File: config.mk
export PLATFORM = sky130hd
export DESIGN_NAME = shift_reg_arbiter_ctrl
export DESIGN_NICKNAME = d
export VERILOG_FILES = /design/src/rtl/shift_reg_arbiter_ctrl.sv
export SDC_FILE = /design/constraint.sdc
export NUM_CORES = 1
export LEC_CHECK = 0
export CAP_MARGIN = 40
export CORE_MARGIN = 2
export CORE_UTILIZATION = 30
export CTS_CLUSTER_DIAMETER = 60
export CTS_CLUSTER_SIZE = 40
export DETAILED_ROUTE_END_ITERATION = 7
export PLACE_DENSITY = 0.59
export SETUP_SLACK_MARGIN = 0.4
export SYNTH_ARGS = -nofsm -noshare
export SYNTH_HDL_FRONTEND = slang
export SYNTH_SLANG_ARGS = --single-unit
File: constraint.sdc
create_clock -name clk -period 4.5 [get_ports clk]
set_input_delay 0.9 -clock clk [delete_from_list [all_inputs] [get_ports clk]]
set_output_delay 0.9 -clock clk [all_outputs]
set_load 0.03 [all_outputs]
File: src/rtl/shift_reg_arbiter_ctrl.sv
// shift_reg_arbiter_ctrl
// Two requesters (A, B) share a single parallel-load shift engine. A
// round-robin arbiter grants one WIDTH-bit word at a time. The granted word
// is shifted out MSB-first, one bit per cycle. A one-cycle done pulse then
// tells the owning requester that its word has gone out.

module shift_reg_arbiter_ctrl #(
    parameter  int WIDTH = 4,
    localparam int CNT_W = $clog2(WIDTH + 1)
) (
    input  logic             clk,
    input  logic             reset,
    input  logic             req_a_valid,
    input  logic [WIDTH-1:0] req_a_data,
    output logic             req_a_ready,
    input  logic             req_b_valid,
    input  logic [WIDTH-1:0] req_b_data,
    output logic             req_b_ready,
    output logic             serial_out,
    output logic             serial_valid,
    output logic             owner,
    output logic             busy,
    output logic             done_a,
    output logic             done_b
);

    typedef enum logic [1:0] {
        ST_IDLE  = 2'd0,
        ST_SHIFT = 2'd1,
        ST_DONE  = 2'd2
    } state_t;

    state_t             state_r;
    state_t             state_nxt_s;
    logic [WIDTH-1:0]   shreg_r;
    logic [CNT_W-1:0]   cnt_r;
    logic               owner_r;
    logic               last_served_r;
    logic               grant_a_s;
    logic               grant_b_s;
    logic               last_bit_s;

    assign last_bit_s = (cnt_r == CNT_W'(WIDTH - 1));

    // Round-robin arbitration, live only in IDLE and masked while reset is held
    always_comb begin
        grant_a_s = 1'b0;
        grant_b_s = 1'b0;
        if ((state_r == ST_IDLE) && !reset) begin
            if (req_a_valid && req_b_valid) begin
                // On a tie, the requester that was not served last wins
                if (last_served_r) begin
                    grant_a_s = 1'b1;
                end else begin
                    grant_b_s = 1'b1;
                end
            end else if (req_a_valid) begin
                grant_a_s = 1'b1;
            end else if (req_b_valid) begin
                grant_b_s = 1'b1;
            end else begin
                grant_a_s = 1'b0;
                grant_b_s = 1'b0;
            end
        end else begin
            grant_a_s = 1'b0;
            grant_b_s = 1'b0;
        end
    end

    // Next-state logic: IDLE -> SHIFT on grant, SHIFT -> DONE after WIDTH bits, DONE -> IDLE
    always_comb begin
        state_nxt_s = state_r;
        case (state_r)
            ST_IDLE: begin
                if (grant_a_s || grant_b_s) begin
                    state_nxt_s = ST_SHIFT;
                end else begin
                    state_nxt_s = ST_IDLE;
                end
            end
            ST_SHIFT: begin
                if (last_bit_s) begin
                    state_nxt_s = ST_DONE;
                end else begin
                    state_nxt_s = ST_SHIFT;
                end
            end
            ST_DONE: begin
                state_nxt_s = ST_IDLE;
            end
            default: begin
                state_nxt_s = ST_IDLE;
            end
        endcase
    end

    // State register
    always_ff @(posedge clk or posedge reset) begin
        if (reset) begin
            state_r <= ST_IDLE;
        end else begin
            state_r <= state_nxt_s;
        end
    end

    // Datapath: capture the winner's word on grant, then shift it left with zero fill
    always_ff @(posedge clk or posedge reset) begin
        if (reset) begin
            shreg_r       <= {WIDTH{1'b0}};
            cnt_r         <= {CNT_W{1'b0}};
            owner_r       <= 1'b0;
            last_served_r <= 1'b1;
        end else begin
            case (state_r)
                ST_IDLE: begin
                    if (grant_a_s) begin
                        shreg_r       <= req_a_data;
                        cnt_r         <= {CNT_W{1'b0}};
                        owner_r       <= 1'b0;
                        last_served_r <= 1'b0;
                    end else if (grant_b_s) begin
                        shreg_r       <= req_b_data;
                        cnt_r         <= {CNT_W{1'b0}};
                        owner_r       <= 1'b1;
                        last_served_r <= 1'b1;
                    end
                end
                ST_SHIFT: begin
                    shreg_r <= {shreg_r[WIDTH-2:0], 1'b0};
                    cnt_r   <= cnt_r + CNT_W'(1);
                end
                ST_DONE: begin
                    cnt_r <= {CNT_W{1'b0}};
                end
                default: begin
                    cnt_r <= {CNT_W{1'b0}};
                end
            endcase
        end
    end

    // Outputs are decoded from registered state; ready follows valid combinationally
    always_comb begin
        req_a_ready  = grant_a_s;
        req_b_ready  = grant_b_s;
        owner        = owner_r;
        serial_valid = (state_r == ST_SHIFT);
        serial_out   = (state_r == ST_SHIFT) ? shreg_r[WIDTH-1] : 1'b0;
        busy         = (state_r == ST_SHIFT) || (state_r == ST_DONE);
        done_a       = (state_r == ST_DONE) && !owner_r;
        done_b       = (state_r == ST_DONE) && owner_r;
    end

endmodule

==> summary.txt, run 1 <==
STA
  – Clock Skew: roughly 5.3 ps
  – Post-route minimum period: approximately 3400 ps
  – Least-Margin Pin Slew: around 550 ps
  – Setup TNS: 0 ps
  – Count of final setup violators: 0
  – Final Hold Vio Count: 0
  – Final Max Slew Viols: 0
  – Achievable Freq: about 290 MHz
  – Tcrit/Tclk final: between 70 and 80%
  – Relative slew slack: between 60 and 70%
  – RSZ-0062 raised after global routing: no

CTS
  – Clock slew seen by the registers of the worst setup and hold paths: roughly 80 ps
  – Worst-skew pair later-pin latency: 270 ps
  – CTS tree: done
  – Post CTS Setup Buffer Count: 0
  – Clk sinks: 11
  – # resized after CTS: 0
  – Max Root-Sink Buffers: 2
  – CTS Hold Buffers Added: 0
  – H-tree levels: 1
  – Clock Tree Root: clkbuf_4
  – Total CTS buffers: 3

Global routing
  – Vias in the first global route: approximately 560
  – Remaining Overflow, GRT: 0
  – GRT busiest layer: met2
  – Routing usage on met3: between 2 and 2.5%
  – GRT Total Usage: around an eighth
  – Maximum number of pins on one net before global-route repair: 13
  – Initial antenna violation count: 0
  – GR Layer Usage met1: between 15 and 20%
  – First-pass GRT wire length: about 2500 um
  – Grt met2 use: between 20% and 30%

Critical path
  – Crit path largest cell delay: between 600 and 700 ps
  – Delay-heaviest family, CP: buffers and inverters
  – Crit path DAT: around 2500 ps
  – CP startpoint kind: input pin
  – Reg2Reg Depth: 6
  – Critical-path cell list: clkdlybuf4s50_1 > nor2b_4 > nand2_1 > a21oi_1 > clkdlybuf4s50_1
  – Crit path capture type: output pin
  – Crit path top cell by count: clkdlybuf4s50_1
  – Worst EP required: 3600 ps
  – Critical path fanouts, max: 7
  – Worst path slowest cell: clkdlybuf4s50_1
  – Crit Path Class: input pin to output pin
  – WP buf/inv: 2
  – WP depth: 5

Synthesis
  – Ys Warns: 0
  – Syn Area/Cell: 9.68 um2
  – Synth unique cells: 26
  – Syn Std Cell Area: 668 um2
  – Seq cells post-synth: 11
  – Ys async rst share: between 90% and 100%
  – Syn Nets: 86
  – Number of synthesized flops with an enable pin: 0
  – Mapped Cells: 69
  – Sequential share of the synthesized area: 41.4%
  – Top FF cell, synth: dfrtp_1

Cells and area
  – Antenna fix cells: 0
  – Final core utilization: a little over two fifths
  – Most common cell after layout, fill and taps aside: clkdlybuf4s50_1
  – Fin nets: around 110
  – Area taken by multi-input logic gates: roughly 350 um2
  – Commonest cells after routing, fill and taps aside: clkdlybuf4s50_1 (19), dfrtp_1 (10), inv_1 (8)
  – Layout fillers: approximately 210
  – Layout cell share with drive strength beyond 1: 11.1%
  – Reg area: between 200 and 300 um2
  – Area growth, synth to finish: 35.6%

Power and ir drop
  – Leakage power: 0.397 nW
  – VDD IR max: between 0.2 and 0.3 mV
  – Power Dens Cells: 607 nW/um2

Place
  – Gpl congestion: between 0.7 and 0.8
  – HPWL after DPL: 1080 um
  – PortBufs: 19

Floorplan
  – Die ar.: 2620 um2
  – Die X: 51.2 um
  – Die Span Y: ~51 um
  – Ports: 20
  – Starting density of the core: between 30 and 40%
  – CORE AREA: 2150 um2
  – Row Count: 17

Route
  – Vias post-DR: roughly 570
  – DR iter-0 viols: 5
  – Drt total wl: approximately 1400 um
  – Post-route DRC: 0
  – Average vias per placed instance: between 4 and 5
  – Routed length per placed instance: ~12 um
  – DR pass1 iterations: 4
  – Post-route ant nets: 0

Run status
  – Status: finished, final reports clean

Flow run
  – Max-Cap Viols: 0

Worst hold path
  – Type of the worst min-delay path: flop to flop
  – Hold path depth: 2
==> final timing paths <==
path | start | endpoint | slack [ps]
max | reset | req_b_ready | 1060
min | shreg_r[0] | shreg_r[0] | 490
max reg2reg | state_r[0] | shreg_r[3] | 2680
min reg2reg | shreg_r[0] | shreg_r[0] | 490
max in group asynchronous | reset | last_served_r | 3110
min in group asynchronous | reset | state_r[0] | 1050
==> worst min-delay path, stage by stage, from the launching register on <==
cell	delay [ps]
dfrtp_1	350
nand2_1	50
o31ai_1	60
==> registers in the layout (all words and copies together) (netlist names) <==
| register | cells |
|---|---|
| state_r | 2 |
| last_served_r | 1 |
| cnt_r | 3 |
| owner | 1 |
| shreg_r | 4 |
==> cells in the mapped netlist (all sizes together) (3+ instances only) <==
master	n	area, um2
o21ai	5	25.0
nor2	5	18.8
inv	8	30.0
nand2	6	22.5
a21oi	3	15.0
and2	3	18.8
ha	5	62.6
o31ai	3	22.5
dfrtp	10	250
==> final cells by class <==
class / instances / area share (%)
repair buffers: 19 / 21.0
clock inverters: 1 / 0.552
multi-input cells: 48 / 38.3
flip-flops and latches: 11 / 30.5
well taps: 28 / 3.87
clock buffers: 3 / 2.49
inverters: 8 / 3.31
==> layer usage <==
layer	routed length, um	vias to the layer above
li1	-	279
met1	631	269
met2	654	15
met3	55	2
met4	20	0
met5	0	-
==> where the power goes <==
group,internal (W),switching (W)
combinational,0.000139,0.000172
sequential,0.000146,0.0000242
clock,0.0000328,0.0000352
total,0.000318,0.000232
==> logic make-up (layout without fill, tap and decap cells) <==
family	Yosys count	in the layout	share of synthesized area, %
AO/OA/AOI/OAI	17	17	18.0
multiplexers	2	2	3.18
AND/OR/NAND/NOR	24	24	21.3
buffers and inverters	10	31	6.74
flip-flops	11	11	41.4
adder cells (fa/ha/maj)	5	5	9.36
==> through the flow <==
stage	cells	cell area (um2)	hold slack (ps)	worst slack [ps]	total power, W
6_report	118	906	493	1060	0.000550
5_1_grt	118	906	522	978	0.000605
4_1_cts	118	906	497	1060	0.000561
3_5_place_dp	114	878	472	1060	0.000488
3_3_place_gp	114	878	467	1090	0.000481
2_1_floorplan	69	668	449	1940	0.000400
No activity file was read; power rests on OpenSTA's default activity.
==> inputs of run 2 (changes only) <==
==> constraint.sdc (replaced) <==
create_clock -name clk -period 3.4 [get_ports clk]
set_input_delay 0.68 -clock clk [delete_from_list [all_inputs] [get_ports clk]]
set_output_delay 0.68 -clock clk [all_outputs]
set_load 0.03 [all_outputs]
==> summary.txt, run 2 (synthesis gave the netlist of run 1 again) <==
Power and ir drop
  – Power Dens Cells: 801 nW/um2
  – Clock power frac: roughly 12%
  – Sequential share of power: a little under a third
  – Sw Share: around 42%
  – Comb power frac: 56.6%
  – Leakage power: 0.418 nW
  – VDD IR max: about 0.39 mV
  – Cell internal pwr: between 0.0004 and 0.0005 W
  – Net Sw Power: a little over 0.0003 W

STA
  – Clock Skew: around 5.3 ps
  – Setup TNS: 0 ps
  – Worst hold slack: between 400 and 500 ps
  – Post-route setup slack: between 600 and 700 ps
  – Tcrit/Tclk final: 79.8%
  – RSZ-0062 raised after global routing: no
  – Final Hold Vio Count: 0
  – Final Max Slew Viols: 0
  – Achievable Freq: 369 MHz
  – Post-route minimum period: 2710 ps
  – Count of final setup violators: 0
  – Relative slew slack: a little over three fifths
  – Least-Margin Pin Slew: approximately 550 ps

Route
  – Post-route ant nets: 0
  – Drt total wl: between 1000 and 1500 um
  – DR iter-0 viols: 5
  – Routed length per placed instance: around 12 um
  – Post-route DRC: 0
  – Average vias per placed instance: approximately 4.8
  – Vias post-DR: about 560
  – DR pass1 iterations: 4

CTS
  – Post CTS Setup Buffer Count: 0
  – CTS tree: done
  – Clk sinks: 11
  – Clock Tree Root: clkbuf_4
  – Max Root-Sink Buffers: 2
  – Clock slew seen by the registers of the worst setup and hold paths: ~80 ps
  – Total CTS buffers: 3
  – H-tree levels: 1
  – Worst-skew pair later-pin latency: between 200 and 300 ps

Place
  – PortBufs: 19
  – HPWL after DPL: about 1100 um
  – DP Worst Slack: 404 ps
  – Gpl congestion: between 0.7 and 0.8

Cells and area
  – Reg area: between 200 and 300 um2
  – Layout cell share with drive strength beyond 1: between 10 and 15%
  – Largest reg by FF count: shreg_r
  – Max reg flops: 4
  – Area growth, synth to finish: 35.8%
  – Antenna fix cells: 0
  – Layout fillers: 212
  – Commonest cells after routing, fill and taps aside: clkdlybuf4s50_1 (17), dfrtp_1 (10), inv_1 (8)
  – Largest regs: shreg_r: 4 flops, cnt_r: 3 flops, state_r: 2 flops
  – Final core utilization: a little over two fifths
  – Area taken by multi-input logic gates: roughly 350 um2
  – Fin nets: 108
  – Most common cell after layout, fill and taps aside: clkdlybuf4s50_1

Critical path
  – Crit path DAT: approximately 2000 ps
  – Crit Path Class: input pin to output pin
  – Worst EP required: 2720 ps
  – Critical path fanouts, max: 7
  – Crit path capture type: output pin
  – CP startpoint kind: input pin

Floorplan
  – Die X: 51.2 um
  – Row Count: 17
  – Starting density of the core: approximately 31%
  – CORE AREA: 2150 um2
  – Die Span Y: approximately 50 um
  – Ports: 20
  – Die ar.: between 2000 and 3000 um2

Global routing
  – Maximum number of pins on one net before global-route repair: 13
  – Initial antenna violation count: 0
  – Vias in the first global route: roughly 560
  – GRT Total Usage: about 13%
  – Remaining Overflow, GRT: 0
  – First-pass GRT wire length: 2460 um

Flow run
  – Max-Cap Viols: 0

Run status
  – Status: finished, final reports clean

Worst hold path
  – Type of the worst min-delay path: flop to flop
[run 2: final cells by class]
class | count | share of cell area (%)
clock buffer | 3 | 2.48
clock inverter | 1 | 0.552
inverter | 8 | 3.31
multi-input combinational | 48 | 38.2
sequential | 11 | 30.5
tap | 28 | 3.86
timing repair buffer | 19 | 21.1
[run 2: timing repair]
item	in CTS	in global routing
gates resized for setup	1	1
hold endpoints to repair	0	0
endpoints found under the setup margin	1	1
hold buffers	0	0
[run 2: worst max-delay path, stage by stage]
cell,delay (ps)
clkdlybuf4s50_1,490
nor2b_4,250
nand3_4,120
inv_1,100
dlygate4sd2_1,400
[run 2: path summary, 6_finish.rpt]
path / slack, ps / cells past startpoint / endpoint / from
worst max-delay path: 690 / 5 / req_a_ready / reset
worst min-delay path: 490 / 2 / shreg_r[0] / shreg_r[0]
worst max register to register: 1580 / 6 / shreg_r[3] / state_r[0]
worst min register to register: 490 / 2 / shreg_r[0] / shreg_r[0]
max in group asynchronous: 2230 / 2 / last_served_r / reset
min in group asynchronous: 830 / 2 / state_r[0] / reset
[run 2: power by group through the flow]
stage | sequential, W | combinational (W) | clock (W)
floorplan | 0.000233 | 0.000295 | 0
global placement | 0.000227 | 0.000410 | 0
detailed placement | 0.000229 | 0.000418 | 0
CTS | 0.000226 | 0.000419 | 0.0000967
global route | 0.000234 | 0.000466 | 0.0000984
finish | 0.000226 | 0.000411 | 0.0000900
[run 2: through the flow]
stage / cells / power [W] / area, um2
after global placement: 114 / 0.000637 / 878
final: 118 / 0.000727 / 907
after CTS: 118 / 0.000741 / 905
after detailed placement: 114 / 0.000646 / 878
after global routing: 118 / 0.000799 / 907
after floorplan: 69 / 0.000529 / 668
[run 2: metal layers]
layer	wire, um	part of all wire [%]	up-vias	track usage [%]
met4	20	1.5	0	5.41
met5	0	0	-	0
met1	636	47	266	16.1
met3	53	3.9	2	2.05
li1	-	-	279	-
met2	654	48	17	20.8
